===== config.mk =====
export PLATFORM = sky130hd
export DESIGN_NAME = jtag_tap_ctrl_flat
export DESIGN_NICKNAME = d
export VERILOG_FILES = /design/src/rtl/jtag_tap_ctrl_if.sv /design/src/rtl/jtag_tap_ctrl.sv /design/src/flat_wrapper.sv
export SDC_FILE = /design/constraint.sdc
export NUM_CORES = 1
export LEC_CHECK = 0
export CAP_MARGIN = 20
export CORE_AREA = 2 2 73 75
export CTS_CLUSTER_DIAMETER = 100
export DETAILED_ROUTE_END_ITERATION = 8
export DIE_AREA = 0 0 75 77
export PLACE_DENSITY = 0.81
export SKIP_CTS_REPAIR_TIMING = 1
export SKIP_LAST_GASP = 1
export SYNTH_ARGS = -nofsm -noshare
export SYNTH_HDL_FRONTEND = slang
export SYNTH_SLANG_ARGS = --single-unit
export TNS_END_PERCENT = 30

===== constraint.sdc =====
create_clock -name tck -period 3.1 [get_ports tck]
set_clock_uncertainty 0.2 [all_clocks]
set_input_delay 0.465 -clock tck [delete_from_list [all_inputs] [get_ports tck]]
set_output_delay 0.465 -clock tck [all_outputs]
set_load 0.01 [all_outputs]

===== src/rtl/jtag_tap_ctrl_if.sv =====
// JTAG pin bundle: tms/tdi driven by the probe side, tdo/tdo_oe driven by the TAP.
interface jtag_tap_ctrl_if;
  logic tms;
  logic tdi;
  logic tdo;
  logic tdo_oe;

  modport master (output tms, output tdi, input tdo, input tdo_oe);
  modport slave  (input tms, input tdi, output tdo, output tdo_oe);
endinterface


===== src/rtl/jtag_tap_ctrl.sv =====
// Parametrised IEEE 1149.1 TAP controller: 16-state FSM, IR, and the
// BYPASS / IDCODE / USER data registers. USER has parallel capture and
// update hooks for SoC debug logic.
module jtag_tap_ctrl #(
  parameter int                    IR_LEN       = 4,
  parameter logic [31:0]           IDCODE_VAL   = 32'h1000_0001,
  parameter int                    USER_DR_LEN  = 8,
  parameter logic [IR_LEN-1:0]     IDCODE_INSTR = IR_LEN'(1),
  parameter logic [IR_LEN-1:0]     USER_INSTR   = IR_LEN'(2)
) (
  input  logic                   tck,
  input  logic                   trst_n,
  jtag_tap_ctrl_if.slave         jtag,
  output logic [3:0]             state,
  output logic [IR_LEN-1:0]      instruction,
  input  logic [USER_DR_LEN-1:0] user_dr_in,
  output logic [USER_DR_LEN-1:0] user_dr_out,
  output logic                   user_update
);

  typedef enum logic [3:0] {
    TLR    = 4'hF, RTI    = 4'hC,
    SEL_DR = 4'h7, CAP_DR = 4'h6, SH_DR  = 4'h2, EX1_DR = 4'h1,
    PAU_DR = 4'h3, EX2_DR = 4'h0, UPD_DR = 4'h5,
    SEL_IR = 4'h4, CAP_IR = 4'hE, SH_IR  = 4'hA, EX1_IR = 4'h9,
    PAU_IR = 4'hB, EX2_IR = 4'h8, UPD_IR = 4'hD
  } tap_state_e;

  tap_state_e state_reg, state_next;

  logic [IR_LEN-1:0]      ir_sr_reg;
  logic [IR_LEN-1:0]      instruction_reg;
  logic                   bypass_reg;
  logic [31:0]            idcode_sr_reg;
  logic [USER_DR_LEN-1:0] user_sr_reg;
  logic [USER_DR_LEN-1:0] user_dr_out_reg;
  logic                   user_update_reg;
  logic                   tdo_reg, tdo_next;
  logic                   tdo_oe_reg, tdo_oe_next;

  logic sel_idcode, sel_user;
  logic [USER_DR_LEN-1:0] user_shift;

  assign sel_idcode = (instruction_reg == IDCODE_INSTR);
  assign sel_user   = (instruction_reg == USER_INSTR);

  // USER shift-right path built bitwise so a 1-bit register needs no special case.
  assign user_shift[USER_DR_LEN-1] = jtag.tdi;
  generate
    for (genvar gi = 0; gi < USER_DR_LEN - 1; gi++) begin : g_user_shift
      assign user_shift[gi] = user_sr_reg[gi+1];
    end
  endgenerate

  // TAP state register.
  always_ff @(posedge tck or negedge trst_n) begin
    if (!trst_n) state_reg <= TLR;
    else         state_reg <= state_next;
  end

  // TAP next-state decode from tms.
  always_comb begin
    state_next = TLR;
    case (state_reg)
      TLR:     state_next = jtag.tms ? TLR    : RTI;
      RTI:     state_next = jtag.tms ? SEL_DR : RTI;
      SEL_DR:  state_next = jtag.tms ? SEL_IR : CAP_DR;
      CAP_DR:  state_next = jtag.tms ? EX1_DR : SH_DR;
      SH_DR:   state_next = jtag.tms ? EX1_DR : SH_DR;
      EX1_DR:  state_next = jtag.tms ? UPD_DR : PAU_DR;
      PAU_DR:  state_next = jtag.tms ? EX2_DR : PAU_DR;
      EX2_DR:  state_next = jtag.tms ? UPD_DR : SH_DR;
      UPD_DR:  state_next = jtag.tms ? SEL_DR : RTI;
      SEL_IR:  state_next = jtag.tms ? TLR    : CAP_IR;
      CAP_IR:  state_next = jtag.tms ? EX1_IR : SH_IR;
      SH_IR:   state_next = jtag.tms ? EX1_IR : SH_IR;
      EX1_IR:  state_next = jtag.tms ? UPD_IR : PAU_IR;
      PAU_IR:  state_next = jtag.tms ? EX2_IR : PAU_IR;
      EX2_IR:  state_next = jtag.tms ? UPD_IR : SH_IR;
      UPD_IR:  state_next = jtag.tms ? SEL_DR : RTI;
      default: state_next = TLR;
    endcase
  end

  // Instruction shift register: capture the mandatory 01 pattern, shift LSB first.
  always_ff @(posedge tck or negedge trst_n) begin
    if (!trst_n) begin
      ir_sr_reg <= '0;
    end else if (state_reg == CAP_IR) begin
      ir_sr_reg <= IR_LEN'(1);
    end else if (state_reg == SH_IR) begin
      ir_sr_reg <= {jtag.tdi, ir_sr_reg[IR_LEN-1:1]};
    end
  end

  // Active instruction: held at IDCODE while in TLR, loaded in UPD_IR.
  always_ff @(posedge tck or negedge trst_n) begin
    if (!trst_n) begin
      instruction_reg <= IDCODE_INSTR;
    end else if (state_reg == TLR) begin
      instruction_reg <= IDCODE_INSTR;
    end else if (state_reg == UPD_IR) begin
      instruction_reg <= ir_sr_reg;
    end
  end

  // BYPASS register: only moves when neither IDCODE nor USER is selected.
  always_ff @(posedge tck or negedge trst_n) begin
    if (!trst_n) begin
      bypass_reg <= 1'b0;
    end else if (!sel_idcode && !sel_user) begin
      if (state_reg == CAP_DR)     bypass_reg <= 1'b0;
      else if (state_reg == SH_DR) bypass_reg <= jtag.tdi;
    end
  end

  // IDCODE register: capture the fixed id, shift right with tdi into bit 31.
  always_ff @(posedge tck or negedge trst_n) begin
    if (!trst_n) begin
      idcode_sr_reg <= '0;
    end else if (sel_idcode) begin
      if (state_reg == CAP_DR)     idcode_sr_reg <= IDCODE_VAL;
      else if (state_reg == SH_DR) idcode_sr_reg <= {jtag.tdi, idcode_sr_reg[31:1]};
    end
  end

  // USER register: parallel capture from SoC, serial shift, parallel update to SoC.
  always_ff @(posedge tck or negedge trst_n) begin
    if (!trst_n) begin
      user_sr_reg     <= '0;
      user_dr_out_reg <= '0;
      user_update_reg <= 1'b0;
    end else begin
      user_update_reg <= 1'b0;
      if (sel_user) begin
        case (state_reg)
          CAP_DR: user_sr_reg <= user_dr_in;
          SH_DR:  user_sr_reg <= user_shift;
          UPD_DR: begin
            user_dr_out_reg <= user_sr_reg;
            user_update_reg <= 1'b1;
          end
          default: ;
        endcase
      end
    end
  end

  // Serial output select; only the two shift states drive the pin.
  always_comb begin
    tdo_next    = 1'b0;
    tdo_oe_next = 1'b0;
    case (state_reg)
      SH_IR: begin
        tdo_next    = ir_sr_reg[0];
        tdo_oe_next = 1'b1;
      end
      SH_DR: begin
        tdo_oe_next = 1'b1;
        if (sel_idcode)    tdo_next = idcode_sr_reg[0];
        else if (sel_user) tdo_next = user_sr_reg[0];
        else               tdo_next = bypass_reg;
      end
      default: ;
    endcase
  end

  // tdo changes on falling tck so the probe samples a stable bit on the rising edge.
  always_ff @(negedge tck or negedge trst_n) begin
    if (!trst_n) begin
      tdo_reg    <= 1'b0;
      tdo_oe_reg <= 1'b0;
    end else begin
      tdo_reg    <= tdo_next;
      tdo_oe_reg <= tdo_oe_next;
    end
  end

  assign jtag.tdo    = tdo_reg;
  assign jtag.tdo_oe = tdo_oe_reg;
  assign state       = state_reg;
  assign instruction = instruction_reg;
  assign user_dr_out = user_dr_out_reg;
  assign user_update = user_update_reg;

endmodule


===== src/flat_wrapper.sv =====
// flat-port wrapper written by rule: the top's interface ports become plain ports
module jtag_tap_ctrl_flat 
#(
  parameter int                    IR_LEN       = 4,
  parameter logic [31:0]           IDCODE_VAL   = 32'h1000_0001,
  parameter int                    USER_DR_LEN  = 8,
  parameter logic [IR_LEN-1:0]     IDCODE_INSTR = IR_LEN'(1),
  parameter logic [IR_LEN-1:0]     USER_INSTR   = IR_LEN'(2)
)
  (tck, trst_n, state, instruction, user_dr_in, user_dr_out, user_update, jtag_tms, jtag_tdi, jtag_tdo, jtag_tdo_oe);
  jtag_tap_ctrl_if jtag_i ();
  input  logic tck;
  input  logic trst_n;
  output logic [3:0] state;
  output logic [IR_LEN-1:0] instruction;
  input  logic [USER_DR_LEN-1:0] user_dr_in;
  output logic [USER_DR_LEN-1:0] user_dr_out;
  output logic user_update;
  input wire logic [$bits(jtag_i.tms)-1:0] jtag_tms;
  input wire logic [$bits(jtag_i.tdi)-1:0] jtag_tdi;
  output wire logic [$bits(jtag_i.tdo)-1:0] jtag_tdo;
  output wire logic [$bits(jtag_i.tdo_oe)-1:0] jtag_tdo_oe;
  assign jtag_i.tms = jtag_tms;
  assign jtag_i.tdi = jtag_tdi;
  assign jtag_tdo = jtag_i.tdo;
  assign jtag_tdo_oe = jtag_i.tdo_oe;
  jtag_tap_ctrl #(.IR_LEN(IR_LEN), .IDCODE_VAL(IDCODE_VAL), .USER_DR_LEN(USER_DR_LEN), .IDCODE_INSTR(IDCODE_INSTR), .USER_INSTR(USER_INSTR)) u_core (.tck(tck), .trst_n(trst_n), .jtag(jtag_i), .state(state), .instruction(instruction), .user_dr_in(user_dr_in), .user_dr_out(user_dr_out), .user_update(user_update));
endmodule

==> results of run 1 <==
==> power by group <==
group          switching, mW  internal [mW]
Combinational          0.380          0.398
Sequential             0.145           1.00
Clock                  0.300          0.390
==> synth_stat cells (all sizes together) <==
cell / instances / area (µm²)
inv: 1 / 3.75
dfstp: 5 / 131
mux2: 49 / 582
nand2b: 5 / 31.3
a211oi: 1 / 7.51
dfrtp: 57 / 1430
or2: 1 / 6.26
nor3b: 3 / 22.5
or4: 1 / 7.51
o31ai: 1 / 7.51
nand2: 11 / 41.3
dfrtn: 2 / 50.1
a21oi: 3 / 15.0
o21ba: 1 / 10.0
nor2: 6 / 25.0
nor4b: 2 / 30.0
a31oi: 2 / 12.5
o21ai: 11 / 55.1
o2bb2ai: 1 / 8.76
nor2b: 32 / 200
clkbuf: 11 / 41.3
nand3b: 1 / 7.51
a22o: 9 / 78.8
a21boi: 1 / 7.51
nand3: 4 / 20.0
or3b: 1 / 8.76
buf: 2 / 11.3
or4b: 2 / 20.0
==> worst max path at each step <==
stage                               start         endpoint  depth (start not counted)
global placement       u_core.jtag.tdo_oe      jtag_tdo_oe                          1
CTS                    u_core.jtag.tdo_oe      jtag_tdo_oe                          1
finish                 u_core.jtag.tdo_oe      jtag_tdo_oe                          1
global route              u_core.jtag.tdo         jtag_tdo                          1
floorplan           u_core.instruction[3]  u_core.jtag.tdo                          3
detailed placement     u_core.jtag.tdo_oe      jtag_tdo_oe                          1
==> through the flow <==
step / hold slack, ns / util [%] / TNS [ns] / area (µm²)
2_1_floorplan: -0.0306 / - / 0 / 2900
3_3_place_gp: 0.124 / 66.1 / -0.00350 / 3290
3_5_place_dp: 0.126 / 66.1 / -0.0259 / 3290
4_1_cts: -0.235 / 69.9 / -0.716 / 3480
5_1_grt: 0.311 / 70.2 / -0.00941 / 3490
6_report: 0.298 / 70.2 / 0 / 3490
==> final cells by class <==
class	instances	area (µm²)
clock buffer	12	145
multi-input combinational	148	1230
fill	369	1480
timing repair buffer	40	378
clock inverter	4	45.0
tap	70	87.6
inverter	1	3.75
sequential	64	1610
==> metal layers <==
layer  part of all wire, %  global-route usage [%]
met1                    50                    28.4
met2                    44                    25.7
met3                   4.0                    3.55
met4                   2.3                    10.2
met5                     0                       0
==> cell families (layout without fill, tap and decap cells) <==
kind of cell / count (synthesis) / in the layout / share of synthesized area, %
flops: 64 / 64 / 56.0
buf+inv: 14 / 57 / 1.96
compound gates: 30 / 30 / 7.07
mux: 49 / 49 / 20.3
simple gates: 69 / 69 / 14.7
==> impl_metrics.json, run 1 <==
{
  "status": "finished, final reports clean",
  "dpl.hpwl_mm": 3.09,
  "worstHoldStart": "u_core.idcode_sr_reg[24]",
  "maxSlewViolCount": 0,
  "synthesis.area_per_instance_um2": 12.7,
  "tritoncts_num_sinks": 64,
  "worst-setup-path-type": "register to primary output",
  "finalWeightedCongestion": 0.793,
  "place_inst": 322,
  "placeableCoreArea_um2": 4980,
  "grt_util_all_layers_pct": 18.9,
  "cp_slowest_cell": "dfrtn_1",
  "total_die_area_um2": 5780,
  "tritoncts": "built",
  "layout.cells.non_filler": 339,
  "drive_gt1_share_pct": 32.0,
  "grt-ovfl-total": 0,
  "areaGrowthSynthToFinish_pct": 21.8,
  "ctsHtreeMaxLevel": 3,
  "floorplan.initialDensity_pct": 57.6,
  "flip_flop_count_of_the_largest_register_after_layout": 32,
  "critical_path_required_ns": 2.43,
  "crit_family": "flip-flops",
  "syn_nets": 238,
  "dp_slack_ns": -0.0259,
  "p_per_area_nw_per_um2": 748,
  "max-slew-margin-rel_pct": 54.3,
  "hold_violations": 0,
  "power.static_leakage_nw": 1.67,
  "worstSkewPairLatency_ns": 0.33,
  "min_delay_path_depth": 1,
  "drv.max_cap_violation_count": 0,
  "regToRegSetupSlack_ns": 0.05,
  "worst_path_largest_cell_delay_ns": 0.39,
  "wire_per_inst_um": 14.3,
  "crit_path_cell_trace": "dlymetal6s2s_1",
  "worst_slew_pin_slew_ns": 0.685,
  "avgViaCountPerCell": 5.22,
  "timing.final.ws_setup_ns": 0.0269,
  "mostFrequentLayoutCells": "dfrtp_1 (56), mux2_2 (41), nor2b_1 (32)",
  "crit_path_end_kind": "primary output",
  "cts-root-buf": "clkbuf_8",
  "holdPathEnd": "u_core.idcode_sr_reg[24]",
  "setup_repair_after_global_routing_missed_its_margin": "true",
  "clock_buffer_count_from_cts": 9,
  "drcViolationCount": 0,
  "cts-root-to-sink-buffers": 2,
  "synthesis.instances": 226,
  "drt_iter0_drc": 85,
  "ir_drop_mv": 0.691,
  "place.port_buffers": 30,
  "row_cnt": 26,
  "startpoint_type": "register",
  "maximum_number_of_pins_on_one_net_before_global_route_repair": 57,
  "antenna_violating_nets_post_route": 0,
  "antenna_violations_before_repair": 0,
  "detailroute.via_count": 1770,
  "num-nets-final": 276,
  "drt_pre_antenna_iters": 6,
  "grt_pass1_vias": 1738,
  "pin_count": 31,
  "critPathMaxFanout": 1,
  "regToRegEndpoint": "u_core.jtag.tdo",
  "ys_types": 32,
  "netlist_area_um2": 2870,
  "critical_path.reg2reg.startpoint": "u_core.instruction[3]",
  "ys_seq_area_share_pct": 56.0,
  "final_common_cell": "dfrtp_1",
  "ys_warn_count": 0,
  "die_x_um": 75,
  "report.power.total_mw": 2.61,
  "finalWirelength_mm": 4.85,
  "worst-endpoint-arrival_ns": 2.41,
  "postSynthRegisterBits": 64,
  "min_path_type": "register to register",
  "worst_setup_hold_path_clk_slew_ns": 0.06,
  "antenna_cells": 0,
  "timing.critical_path.buf_inv": 1,
  "final-setup-viol-count": 0,
  "die_h_um": 77,
  "grt_first_pass_wirelength_mm": 8.31,
  "r2r_cell_count": 3
}
(Power assumes the default switching activity.)
==> inputs of run 2 (changes only) <==
--- a/config.mk
+++ b/config.mk
@@ -6,11 +6,11 @@
 export NUM_CORES = 1
 export LEC_CHECK = 0
 export CAP_MARGIN = 20
-export CORE_AREA = 2 2 73 75
+export CORE_AREA = 2 2 79 81
 export CTS_CLUSTER_DIAMETER = 100
 export DETAILED_ROUTE_END_ITERATION = 8
-export DIE_AREA = 0 0 75 77
-export PLACE_DENSITY = 0.81
+export DIE_AREA = 0 0 81 83
+export PLACE_DENSITY = 0.74
 export SKIP_CTS_REPAIR_TIMING = 1
 export SKIP_LAST_GASP = 1
 export SYNTH_ARGS = -nofsm -noshare
==> constraint.sdc (replaced) <==
create_clock -name tck -period 2.55 [get_ports tck]
set_clock_uncertainty 0.2 [all_clocks]
set_input_delay 0.3825 -clock tck [delete_from_list [all_inputs] [get_ports tck]]
set_output_delay 0.3825 -clock tck [all_outputs]
set_load 0.01 [all_outputs]
==> run 2 against run 1 <==
Net effect:
- the run now ends with negative setup slack left
- total power rose by 28%
- critical path depth grew 2
- largest cell class unchanged
- via count grew 3.2%
- highest routed layer unchanged
==> impl_metrics.json, run 2 (synthesis gave the netlist of run 1 again) <==
{
  "tritoncts": "built",
  "postLayoutCoreUtil_pct": 62.1,
  "critical_path.reg2reg.startpoint": "u_core.instruction[2]",
  "max-slew-margin-rel_pct": 56.1,
  "maxSlewViolCount": 0,
  "ctsHtreeMaxLevel": 3,
  "final_common_cell": "dfrtp_1",
  "grt_util_all_layers_pct": 16.6,
  "dpl.hpwl_mm": 3.29,
  "clock_buffer_count_from_cts": 9,
  "die_x_um": 81,
  "detailroute.via_count": 1826,
  "maximum_number_of_pins_on_one_net_before_global_route_repair": 55,
  "fin_tns_setup_ns": -0.529,
  "startpoint_type": "register",
  "pin_count": 31,
  "place.port_buffers": 30,
  "regToRegSetupSlack_ns": -0.24,
  "grt_first_pass_wirelength_mm": 8.68,
  "mostFrequentLayoutCells": "dfrtp_1 (55), mux2_2 (41), nor2b_1 (32)",
  "finalWeightedCongestion": 0.731,
  "tritoncts_num_sinks": 64,
  "timing.final.ws_setup_ns": -0.243,
  "worst_slew_pin_slew_ns": 0.659,
  "drv.max_cap_violation_count": 0,
  "total_die_area_um2": 6720,
  "regToRegEndpoint": "u_core.jtag.tdo",
  "num-nets-final": 289,
  "avgViaCountPerCell": 5.13,
  "finalWirelength_mm": 4.90,
  "floorplan.initialDensity_pct": 49.3,
  "placeableCoreArea_um2": 5820,
  "antenna_violating_nets_post_route": 0,
  "failing_checks": "negative setup slack",
  "hold_violations": 0,
  "grt-ovfl-total": 0,
  "cts-root-to-sink-buffers": 2,
  "power.static_leakage_nw": 1.73,
  "drt_iter0_drc": 126,
  "antenna_cells": 0,
  "worst-setup-path-type": "register to register",
  "critPathMaxFanout": 2,
  "antenna_violations_before_repair": 0,
  "critical_path_required_ns": 1.24,
  "drcViolationCount": 0,
  "final-setup-viol-count": 3,
  "drive_gt1_share_pct": 36.7,
  "die_h_um": 83,
  "worst_setup_hold_path_clk_slew_ns": 0.07,
  "ir_drop_mv": 0.463,
  "row_cnt": 28,
  "status": "finished, violations left",
  "report.power.total_mw": 3.34,
  "flip_flop_count_of_the_largest_register_after_layout": 32,
  "p_per_area_nw_per_um2": 924,
  "dp_slack_ns": -0.218,
  "grt_pass1_vias": 1917,
  "drt_pre_antenna_iters": 3,
  "setup_repair_after_global_routing_missed_its_margin": "true",
  "crit_path_end_kind": "register",
  "r2r_cell_count": 3,
  "areaGrowthSynthToFinish_pct": 25.9,
  "worstSkewPairLatency_ns": 0.33,
  "cts-root-buf": "clkbuf_8",
  "worst-endpoint-arrival_ns": 1.48,
  "min_path_type": "input pin to async pin",
  "wire_per_inst_um": 13.8
}
[run 2: how the worst max path moves through the flow]
stage	cells past startpoint	startpoint	endpoint	slack [ns]
detailed placement	1	u_core.jtag.tdo_oe	jtag_tdo_oe	-0.22
CTS	1	u_core.jtag.tdo_oe	jtag_tdo_oe	-0.56
global route	3	u_core.user_sr_reg[0]	u_core.jtag.tdo	-0.28
finish	3	u_core.instruction[2]	u_core.jtag.tdo	-0.24
global placement	1	u_core.jtag.tdo	jtag_tdo	-0.20
floorplan	3	u_core.instruction[2]	u_core.jtag.tdo	-0.23
[run 2: worst max-delay path, stage by stage (launching register included)]
cell	delay, ns
dfrtp_2	0.40
or4b_4	0.53
a21oi_2	0.14
o31ai_1	0.08
[run 2: per-layer routing]
layer,share of wire [%],vias up,global-route usage [%]
met5,0,-,0
met4,2.2,0,7.55
met3,3.6,12,3.70
met2,46,30,24.9
met1,48,890,22.9
li1,-,894,-
[run 2: area by class of cell]
cell class                 count  area [µm²]
inverter                       1        3.75
sequential                    64        1610
clock buffer                  12         165
fill                         471        2200
clock inverter                 3        40.0
timing repair buffer          53         468
multi-input combinational    148        1230
tap                           75        93.8
[run 2: per-stage QoR]
stage	hold slack, ns	instances	instance area (µm²)
after floorplan	-0.113	226	2900
after global placement	0.0630	340	3400
after detailed placement	0.0697	340	3400
after CTS	-0.293	355	3600
after global routing	0.263	356	3610
final	0.251	356	3610
[run 2: where the power goes]
| part | internal (mW) | switching (mW) | total (mW) |
|---|---|---|---|
| Sequential | 1.22 | 0.123 | 1.34 |
| Combinational | 0.582 | 0.536 | 1.12 |
| Clock | 0.523 | 0.358 | 0.880 |
==> inputs of run 3 (changes only) <==
--- a/config.mk
+++ b/config.mk
@@ -8,6 +8,7 @@
 export CAP_MARGIN = 20
 export CORE_AREA = 2 2 79 81
 export CTS_CLUSTER_DIAMETER = 100
+export CTS_CLUSTER_SIZE = 30
 export DETAILED_ROUTE_END_ITERATION = 8
 export DIE_AREA = 0 0 81 83
 export PLACE_DENSITY = 0.74
==> results of run 3 <==
The final DEF is identical to that of run 2; final timing and power are the same.
